### src/rtl/door_input_ctrl.sv
// Door-choice input block: synchronizes and debounces both players' door buttons, then latches each player's choice.
// Build macro PLAYER_LOCK_EN locks a player's first choice until round_clear or reset.
module door_input_ctrl #(
  parameter int DEBOUNCE_CYCLES = 500000,
  parameter int CNT_W           = 20
) (
  input  logic       clk,
  input  logic       reset,
  input  logic [3:0] btn_j1,
  input  logic [3:0] btn_j2,
  input  logic       round_clear,
  output logic [3:0] posJ1,
  output logic [3:0] posJ2,
  output logic [1:0] choice_pulse
);

  typedef enum logic {IDLE = 1'b0, CHOSEN = 1'b1} state_t;

  localparam logic [CNT_W-1:0] CNT_LAST = CNT_W'(DEBOUNCE_CYCLES - 1);

  logic [7:0] btn_raw;
  logic [7:0] press;
  logic [7:0] pos_all;
  logic [1:0] pulse_all;

  assign btn_raw = {btn_j2, btn_j1};

  genvar gi;
  generate
    // Bits 3:0 are player 1 doors, bits 7:4 are player 2 doors.
    for (gi = 0; gi < 8; gi++) begin : g_btn
      logic             sync1_reg;
      logic             sync2_reg;
      logic             deb_reg;
      logic             deb_q_reg;
      logic [CNT_W-1:0] cnt_reg;

      always_ff @(posedge clk) begin
        if (reset) begin
          sync1_reg <= 1'b0;
          sync2_reg <= 1'b0;
          deb_reg   <= 1'b0;
          deb_q_reg <= 1'b0;
          cnt_reg   <= '0;
        end else begin
          sync1_reg <= btn_raw[gi];
          sync2_reg <= sync1_reg;
          deb_q_reg <= deb_reg;
          if (sync2_reg == deb_reg) begin
            cnt_reg <= '0;
          end else if (cnt_reg == CNT_LAST) begin
            deb_reg <= ~deb_reg;
            cnt_reg <= '0;
          end else begin
            cnt_reg <= cnt_reg + CNT_W'(1);
          end
        end
      end

      assign press[gi] = deb_reg & ~deb_q_reg;
    end

    for (gi = 0; gi < 2; gi++) begin : g_player
      logic [3:0] ev;
      logic [1:0] idx;
      state_t     state_reg;
      logic [3:0] pos_reg;
      logic       pulse_reg;

      assign ev = press[gi*4 +: 4];

      // Simultaneous presses resolve to the lowest door index.
      always_comb begin
        idx = 2'd3;
        if (ev[0])      idx = 2'd0;
        else if (ev[1]) idx = 2'd1;
        else if (ev[2]) idx = 2'd2;
      end

      always_ff @(posedge clk) begin
        if (reset) begin
          state_reg <= IDLE;
          pos_reg   <= 4'b0000;
          pulse_reg <= 1'b0;
        end else begin
          pulse_reg <= 1'b0;
          if (round_clear) begin
            state_reg <= IDLE;
            pos_reg   <= 4'b0000;
          end else begin
            case (state_reg)
              IDLE: begin
                if (|ev) begin
                  state_reg <= CHOSEN;
                  pos_reg   <= {2'b10, idx};
                  pulse_reg <= 1'b1;
                end
              end
              CHOSEN: begin
`ifndef PLAYER_LOCK_EN
                if (|ev) begin
                  pos_reg   <= {2'b10, idx};
                  pulse_reg <= 1'b1;
                end
`endif
              end
              default: state_reg <= IDLE;
            endcase
          end
        end
      end

      assign pos_all[gi*4 +: 4] = pos_reg;
      assign pulse_all[gi]      = pulse_reg;
    end
  endgenerate

  assign posJ1        = pos_all[3:0];
  assign posJ2        = pos_all[7:4];
  assign choice_pulse = pulse_all;

endmodule

### config.mk
export PLATFORM = sky130hd
export DESIGN_NAME = door_input_ctrl
export DESIGN_NICKNAME = d
export VERILOG_FILES = /design/src/rtl/door_input_ctrl.sv
export SDC_FILE = /design/constraint.sdc
export NUM_CORES = 1
export LEC_CHECK = 0
export CORE_UTILIZATION = 60
export DETAILED_ROUTE_END_ITERATION = 16
export HOLD_SLACK_MARGIN = 0.1
export PLACE_DENSITY = 0.84
export SETUP_SLACK_MARGIN = 0.4
export SLEW_MARGIN = 15
export SYNTH_ARGS = -nofsm -noshare
export SYNTH_HDL_FRONTEND = slang
export SYNTH_SLANG_ARGS = --single-unit
export TNS_END_PERCENT = 20
### constraint.sdc
create_clock -name clk -period 5.2 [get_ports clk]
set_clock_uncertainty 0.2 [all_clocks]
set_input_delay 1.04 -clock clk [delete_from_list [all_inputs] [get_ports clk]]
set_output_delay 1.04 -clock clk [all_outputs]
set_load 0.02 [all_outputs]
# Word level (Yosys, flattened, before mapping)
# Index checks and enable logic that the tools add are counted.
# op_classes
mux,10
n_shift,0
n_bitwise,32
n_mul,0
n_lt_le_gt_ge,0
div,0
n_eq_ne,16
add_sub_neg,8
reduce_logical,19
# op_table
operator,n
$add A20 B1 Y20 const B,8
$eq A20 B19 Y1 const B,8
$not A1 Y1,24
$reduce_or A3 Y1,8
$reduce_and A2 Y1,8
$and A1 B1 Y1,8
$eq A1 B1 Y1,8
$mux W2,4
$mux W4,2
$reduce_or A4 Y1,2
$mux W1,4
$reduce_or A2 Y1,1
# word_totals
n_memories,0
register_bits,202
rom_bits,0
in_bits,11
mem_bits_rw,0
latch_bits,0
wordCells,129

# Depth between registers and ports, before layout
# Gate-level depths: netlist of the first run.
# depth
depth_word,6
depth_mapped,7
mapped_depth_nobuf,5

# Worst setup path before layout of the first run
# No wires, ideal clock.
# synth_timing
kind,in2reg
from,input reset
to,register g_btn[2].deb_reg
n_path_buf,3
path_slack_ps,2846
required_ps,4885
t_arrival_ps,2038
stages,4
path_cell_list,clkbuf_1 clkbuf_1 clkbuf_1 o21ba_2
# synth_rtl
item,line,source
start: declaration,8,"input logic reset,"
end signal: assignment,52,deb_reg <= ~deb_reg;
end: declaration,34,logic deb_reg;
# No word-level cell between the ends.

# Worst setup path after layout of the first run
# layout_timing
from,register g_player[1].pos_reg[1] (netlist: posJ2[1])
to,output posJ2[1]
# layout_rtl
item,line,source
start: declaration,67,logic [3:0] pos_reg;
start signal: assignment,95,"pos_reg <= {2'b10, idx};"
start signal: assignment,102,"pos_reg <= {2'b10, idx};"
end: declaration,13,"output logic [3:0] posJ2,"
# No word-level cell between the ends.

==> results of run 1 <==
[cell usage in the layout, fill, tap and decap left out, types with 3 or more instances in the layout]
cell type / n
a21oi_1: 49
and2_1: 7
and3_1: 9
and4_1: 15
clkbuf_16: 17
clkdlybuf4s50_1: 17
clkinvlp_4: 6
dfxtp_1: 200
ha_1: 8
inv_1: 29
inv_6: 5
mux2_2: 4
nand2_1: 46
nand2b_1: 7
nand3_1: 51
nand4_1: 44
nand4_2: 3
nor2_1: 130
nor2b_1: 33
nor3_1: 23
nor4_1: 19
nor4b_1: 3
o21ai_0: 31
o31ai_1: 22
or3_1: 32
or4_1: 29
or4_4: 4
xnor2_1: 51
xor2_1: 54
[where the power goes]
group	leakage [nW]	switching [mW]	internal [mW]	total (mW)
Clock	0.271	0.598	0.718	1.32
Sequential	1.61	0.00418	1.54	1.54
Combinational	1.03	0.0222	0.0154	0.0376
Total	2.92	0.625	2.27	2.90
[cells by family (layout without fill, tap and decap cells)]
kind of cell | after synthesis | in the layout | synth area share [%]
fa+ha+maj | 8 | 8 | 1.153
xor+xnor | 105 | 105 | 10.60
flops | 200 | 200 | 46.13
simple gates | 469 | 469 | 29.57
buf+inv | 59 | 80 | 3.171
compound gates | 120 | 120 | 8.822
mux | 4 | 4 | 0.5189
other cells | 1 | 2 | 0.04320
[routing by layer]
layer	global-route usage, %	wire (µm)
met5	0	0
met4	8.003	222
met3	5.483	518
met2	36.31	7458
met1	28.30	7640
[per-stage QoR]
stage | util (%) | setup slack (ns)
5_1_grt | 68.02 | 2.429
6_report | 68.02 | 2.452
3_5_place_dp | 63.80 | 2.495
2_1_floorplan | - | 2.846
3_3_place_gp | 63.80 | 2.542
4_1_cts | 68.02 | 2.442
[cell type report]
class	instances	area, µm²	share of cell area (%)
multi-input combinational	708	4404	46.29
sequential	200	4004	42.08
clock buffer	17	425.4	4.471
tap	180	225.2	2.367
timing repair buffer	19	182.7	1.920
clock inverter	15	165.2	1.736
inverter	29	108.9	1.144
[path summary, 6_finish.rpt]
path              cells after the start  slack (ns)                   end                start
setup / recovery                      1        2.45              posJ2[1]             posJ2[1]
hold / removal                        1        0.24    g_btn[3].sync2_reg   g_btn[3].sync1_reg
setup reg to reg                      5        2.63  g_btn[5].cnt_reg[17]  g_btn[5].cnt_reg[0]
hold reg to reg                       1        0.24    g_btn[3].sync2_reg   g_btn[3].sync1_reg
==> metrics.yaml, run 1 <==
outcome:
  run_status: "finished clean"
clocking:
  htree_num_levels: 4
  post_cts_resized: 0
  cts.clk_slew.worst_paths_ns: 0.07
  post_cts.repair.setup_buffers: 0
  clock_sink_count: 200
  cts_buffers: 17
  cts-root-to-sink-buffers: 2
  cts-root-buf: "clkbuf_16"
  clk_latency_ns: 0.43
  cts_hold_buffers: 0
  clock_tree_from_tritoncts: "built"
critical_path:
  crit_path_capture_type: "primary output"
  critPathMaxStageDelay_ns: 0.65
  cp_num_buf_inv: 1
  crit_path_start_kind: "flop"
  worst-path-max-fanout: 2
  worst-endpoint-arrival_ns: 1.51
  timing.critical_path.slowest_stage_cell: "clkdlybuf4s50_1"
  worst_ep_required_time_ns: 3.96
  critical_path.cell_chain: "clkdlybuf4s50_1"
  worst-setup-path-type: "reg -> out"
  critPathTopFamily: "buffers and inverters"
route:
  iteration_0_drc_markers: 403
  drt_pre_antenna_iters: 5
  vias: 6715
  drt_via_density: 5.749
  final_antenna_net_count: 0
  route.final.wire_length_um: 15840
  average_wire_length_per_cell_after_detail_routing_um: 13.56
  drc: 0
yosys:
  ranking_of_synthesized_cells_by_instance_count: "dfxtp_1, nor2_1, xor2_1, nand3_1, xnor2_1"
  postSynth.topFlopCell: "dfxtp_1"
  sequential_area_share_after_synthesis_pct: 46.13
  syn_area_per_cell_um2: 8.985
  synth_area_mm2: 0.008680
  top_count_cell_post_synth: "dfxtp_1"
  syn-instance-count: 966
  area_fraction_of_the_dominant_cell_type_after_synthesis_pct: 46.13
  synth-seq-cells: 200
  yosys_warnings: 0
  netlist_top_cells_area: "dfxtp_1, nor2_1, xor2_1"
  synth-edff-count: 0
  synth_top_cell_by_area: "dfxtp_1"
  async_set_reset_flop_share_out_of_synthesis_pct: 0
  synth_cell_type_count: 51
flow_run:
  cap_violations: 0
timing:
  drv_slew: 0
  max_freq_ghz: 0.3639
  finalHoldViolations: 0
  fin_crit_sh_pct: 52.84
  hold_ws_ns: 0.2395
  timing_worst_slew_pin_value_ns: 1.006
  setup_violations: 0
  finalWorstPathRequiredPeriod_ns: 2.748
  setup_repair_after_global_routing_missed_its_margin: "false"
  max_slew_headroom_pct: 32.70
  finalSetupTns_ns: 0
worst_hold_path:
  hold_path_class: "reg -> reg"
floorplanning:
  core_mm2: 0.01399
  die_width_um: 122.3
  die_area_mm2: 0.01495
  start_util_pct: 62.05
  io_pins: 21
  die_h_um: 122.3
  rows: 43
place:
  placed_cells_incl_taps: 1136
  placed_cell_area_mm2: 0.008925
  detailedPlacementHpwl_um: 10340
  placement.io_buffers: 18
  gp_congestion: 0.8380
layout:
  design.final.nets: 994
  area_growth_pct: 9.630
  largest_register_ffs: 160
  fin_area_mm2: 0.009515
  count_of_non_filler_cells_in_the_finished_layout: 1168
  insertedDiodeCount: 0
  filler_cell_count: 1074
  final_layout_size_suffix_gt1_share_pct: 5.972
pwr:
  finalPower_mw: 2.896
  p_per_area_mw_per_mm2: 304.4
  vdd.ir_drop.worst_mv: 0.3367
  p_leak_nw: 2.916
grt:
  grtUsageTotal_pct: 22.18
  overflow: 0
  antenna_found_initial: 0
  grt_pass1_wl_um: 26830
  first_global_vias: 6073
  pin_count_of_the_biggest_net_entering_global_routing: 49
Note: power is estimated with default switching activity, not from simulation.
==> run 2, diff against run 1 <==
--- a/config.mk
+++ b/config.mk
@@ -5,10 +5,10 @@
 export SDC_FILE = /design/constraint.sdc
 export NUM_CORES = 1
 export LEC_CHECK = 0
-export CORE_UTILIZATION = 60
+export CORE_UTILIZATION = 56
 export DETAILED_ROUTE_END_ITERATION = 16
 export HOLD_SLACK_MARGIN = 0.1
-export PLACE_DENSITY = 0.84
+export PLACE_DENSITY = 0.82
 export SETUP_SLACK_MARGIN = 0.4
 export SLEW_MARGIN = 15
 export SYNTH_ARGS = -nofsm -noshare
==> constraint.sdc (replaced) <==
create_clock -name clk -period 2.5 [get_ports clk]
set_clock_uncertainty 0.2 [all_clocks]
set_input_delay 0.5 -clock clk [delete_from_list [all_inputs] [get_ports clk]]
set_output_delay 0.5 -clock clk [all_outputs]
set_load 0.02 [all_outputs]
==> run 2 against run 1 <==
  * Wire length up 2.2%
  * Sequential power grew 110%
  * Die area up 7.0%
  * Hold slack got worse by 0.00054 ns
  * Setup slack worse by 2.1 ns
  * Design area increased by 4.7%
  * Combinational power rose to 2.7 times the previous value
  * Cell count is 2.7% higher
  * Global-route usage decreased by 1.1 points
  * Critical endpoint is now g_btn[5].cnt_reg[17]
  * Largest power group unchanged
  * Highest routed layer unchanged
==> metrics.yaml, run 2 (same netlist as run 1, synthesis figures left out) <==
grt:
  overflow: 0  # unchanged
  grt_most_used_layer: "met2"
  grt_pass1_wl_um: 27900  # +4.0%
  first_global_vias: 6306  # +3.8%
  met2_grt_util_pct: 36.07  # -0.23 points
  grtUsageTotal_pct: 21.11  # -1.1 points
  antenna_found_initial: 0  # unchanged
  global_route.usage.met3_pct: 5.272  # -0.21 points
  pin_count_of_the_biggest_net_entering_global_routing: 27  # -45%
  grt_util_met1_pct: 26.00  # -2.3 points
layout:
  insertedDiodeCount: 0  # unchanged
  design.final.nets: 1018  # +2.4%
  layout_common_cells: "dfxtp_1, nor2_1, xor2_1, xnor2_1, a21oi_1"
  final_layout_size_suffix_gt1_share_pct: 10.47  # +4.5 points
  area_growth_pct: 14.73
  mostFrequentLayoutCell: "dfxtp_1"
  largest_register_ffs: 160  # unchanged
  count_of_non_filler_cells_in_the_finished_layout: 1200  # +2.7%
critical_path:
  crit_path_capture_type: "flop"
  timing.rr.start: "g_btn[5].cnt_reg[7]"
  timing.rr.end: "g_btn[5].cnt_reg[17]"
  crit_path_start_kind: "flop"
  worst-path-max-fanout: 5  # +3
  worst_ep_required_time_ns: 2.60  # -1.36 ns
  worst-endpoint-arrival_ns: 2.27  # +0.76 ns
  timing.reg2reg.setup_slack_ns: 0.34  # -2.29 ns
  reg2reg_path_depth: 5  # unchanged
  worst-setup-path-type: "reg -> reg"
floorplanning:
  core_mm2: 0.01515  # +8.3%
  start_util_pct: 57.31  # -4.7 points
  die_h_um: 126.5  # +3.5%
  die_area_mm2: 0.01600  # +7.0%
  io_pins: 21  # unchanged
  rows: 45  # +4.7%
  die_width_um: 126.5  # +3.5%
timing:
  fin_crit_sh_pct: 86.58
  setup_violations: 0  # unchanged
  drv_slew: 0  # unchanged
  hold_ws_ns: 0.2390  # -0.0005390 ns
  worst_slack_ns: 0.3355  # -2.117 ns
  finalWorstPathRequiredPeriod_ns: 2.164
  max_freq_ghz: 0.4620
  finalSetupTns_ns: 0  # unchanged
  timing_worst_slew_pin_value_ns: 0.5495  # -0.4565 ns
  setup_repair_after_global_routing_missed_its_margin: "true"
  finalHoldViolations: 0  # unchanged
  max_slew_headroom_pct: 63.36  # +31 points
route:
  iteration_0_drc_markers: 285  # -29%
  vias: 6772  # +0.85%
  average_wire_length_per_cell_after_detail_routing_um: 13.49  # -0.53%
  route.final.wire_length_um: 16190  # +2.2%
  drt_via_density: 5.643  # -1.8%
  drt_pre_antenna_iters: 4  # -1
  drc: 0  # unchanged
  final_antenna_net_count: 0  # unchanged
pwr:
  vdd.ir_drop.worst_mv: 0.4812  # +43%
  p_per_area_mw_per_mm2: 644.6  # +110%
  p_leak_nw: 3.102  # +6.4%
clocking:
  clock_tree_from_tritoncts: "built"
  clock_sink_count: 200  # unchanged
  htree_num_levels: 4  # unchanged
  cts.clk_slew.worst_paths_ns: 0.07  # about the same
  cts-root-buf: "clkbuf_16"
  cts_hold_buffers: 0  # unchanged
  cts-root-to-sink-buffers: 2  # unchanged
  cts_buffers: 17  # unchanged
  clk_latency_ns: 0.43  # about the same
worst_hold_path:
  holdPathStages: 1  # unchanged
  min_to: "g_btn[0].sync2_reg"
  hold_path_class: "reg -> reg"
  timing.hold.worst.start: "g_btn[0].sync1_reg"
place:
  post-place-ws_ns: 0.2278  # -2.268 ns
  gp_congestion: 0.8369  # -0.13%
  placement.io_buffers: 18  # unchanged
  placed_cells_incl_taps: 1154  # +1.6%
  detailedPlacementHpwl_um: 10690  # +3.5%
flow_run:
  cap_violations: 0  # unchanged
outcome:
  run_status: "finished clean"
==> run 2: changes by cell type in the layout (fill, tap and decap cells not counted), sizes merged <==
cell / delta
clkinv: +3
clkinvlp: -5
bufinv: +4
clkbuf: +4
buf: +24
inv: -6
==> run 2: worst max path at each step <==
stage	cells after the start	start	end
2_1_floorplan	6	g_btn[4].cnt_reg[0]	g_btn[4].cnt_reg[15]
3_3_place_gp	5	g_btn[4].cnt_reg[0]	g_btn[4].deb_reg
3_5_place_dp	5	g_btn[4].cnt_reg[0]	g_btn[4].deb_reg
4_1_cts	4	g_btn[0].cnt_reg[7]	g_btn[0].cnt_reg[19]
5_1_grt	5	g_btn[5].cnt_reg[7]	g_btn[5].cnt_reg[18]
6_report	5	g_btn[5].cnt_reg[7]	g_btn[5].cnt_reg[17]
==> run 2: routing by layer <==
metal,up-vias,share of wire [%]
li1,3489,-
met1,3182,47
met3,23,3.0
met2,78,48
met4,0,1.5
met5,-,0
==> run 2: report_power, final <==
part | internal [mW] | total, mW | switching [mW] | leakage [nW]
logic | 0.0468 | 0.0999 | 0.0531 | 1.16
clock network | 1.93 | 3.11 | 1.17 | 0.327
registers | 3.20 | 3.21 | 0.00925 | 1.62
==> run 2: final cells by class <==
| cell class | instances | area, µm² |
|---|---|---|
| clock buffer | 21 | 460.4 |
| fill | 1175 | 5187 |
| inverter | 29 | 108.9 |
| sequential | 200 | 4016 |
| timing repair buffer | 43 | 401.6 |
| clock inverter | 11 | 219.0 |
| multi-input combinational | 708 | 4517 |
| tap | 188 | 235.2 |
==> run 2: worst max-delay path, cell delays in order, from the launching register on <==
cell	delay (ns)
dfxtp_2	0.33
or4_1	0.52
or4_4	0.53
o21ai_4	0.26
buf_6	0.16
a21oi_1	0.04
==> run 2: timing repair <==
item                       CTS  global route
gates cloned                 0             3
resized for setup           14            28
pin swaps                    2             6
setup endpoints to repair  101            92
buffers inserted             6             5
==> run 2: stage by stage <==
stage	power (mW)	area [µm²]	util, %
after floorplan	3.339	8691	-
final	6.419	9958	65.75
after detailed placement	3.371	9017	59.54
after CTS	6.472	9818	64.82
after global routing	6.628	9958	65.75
after global placement	3.369	9017	59.54
==> run 3, diff against run 2 <==
--- a/config.mk
+++ b/config.mk
@@ -5,6 +5,7 @@
 export SDC_FILE = /design/constraint.sdc
 export NUM_CORES = 1
 export LEC_CHECK = 0
+export ABC_AREA = 0
 export CORE_UTILIZATION = 56
 export DETAILED_ROUTE_END_ITERATION = 16
 export HOLD_SLACK_MARGIN = 0.1
==> results of run 3 <==
Same layout as run 2: the final DEF is identical, and so are final timing and power.
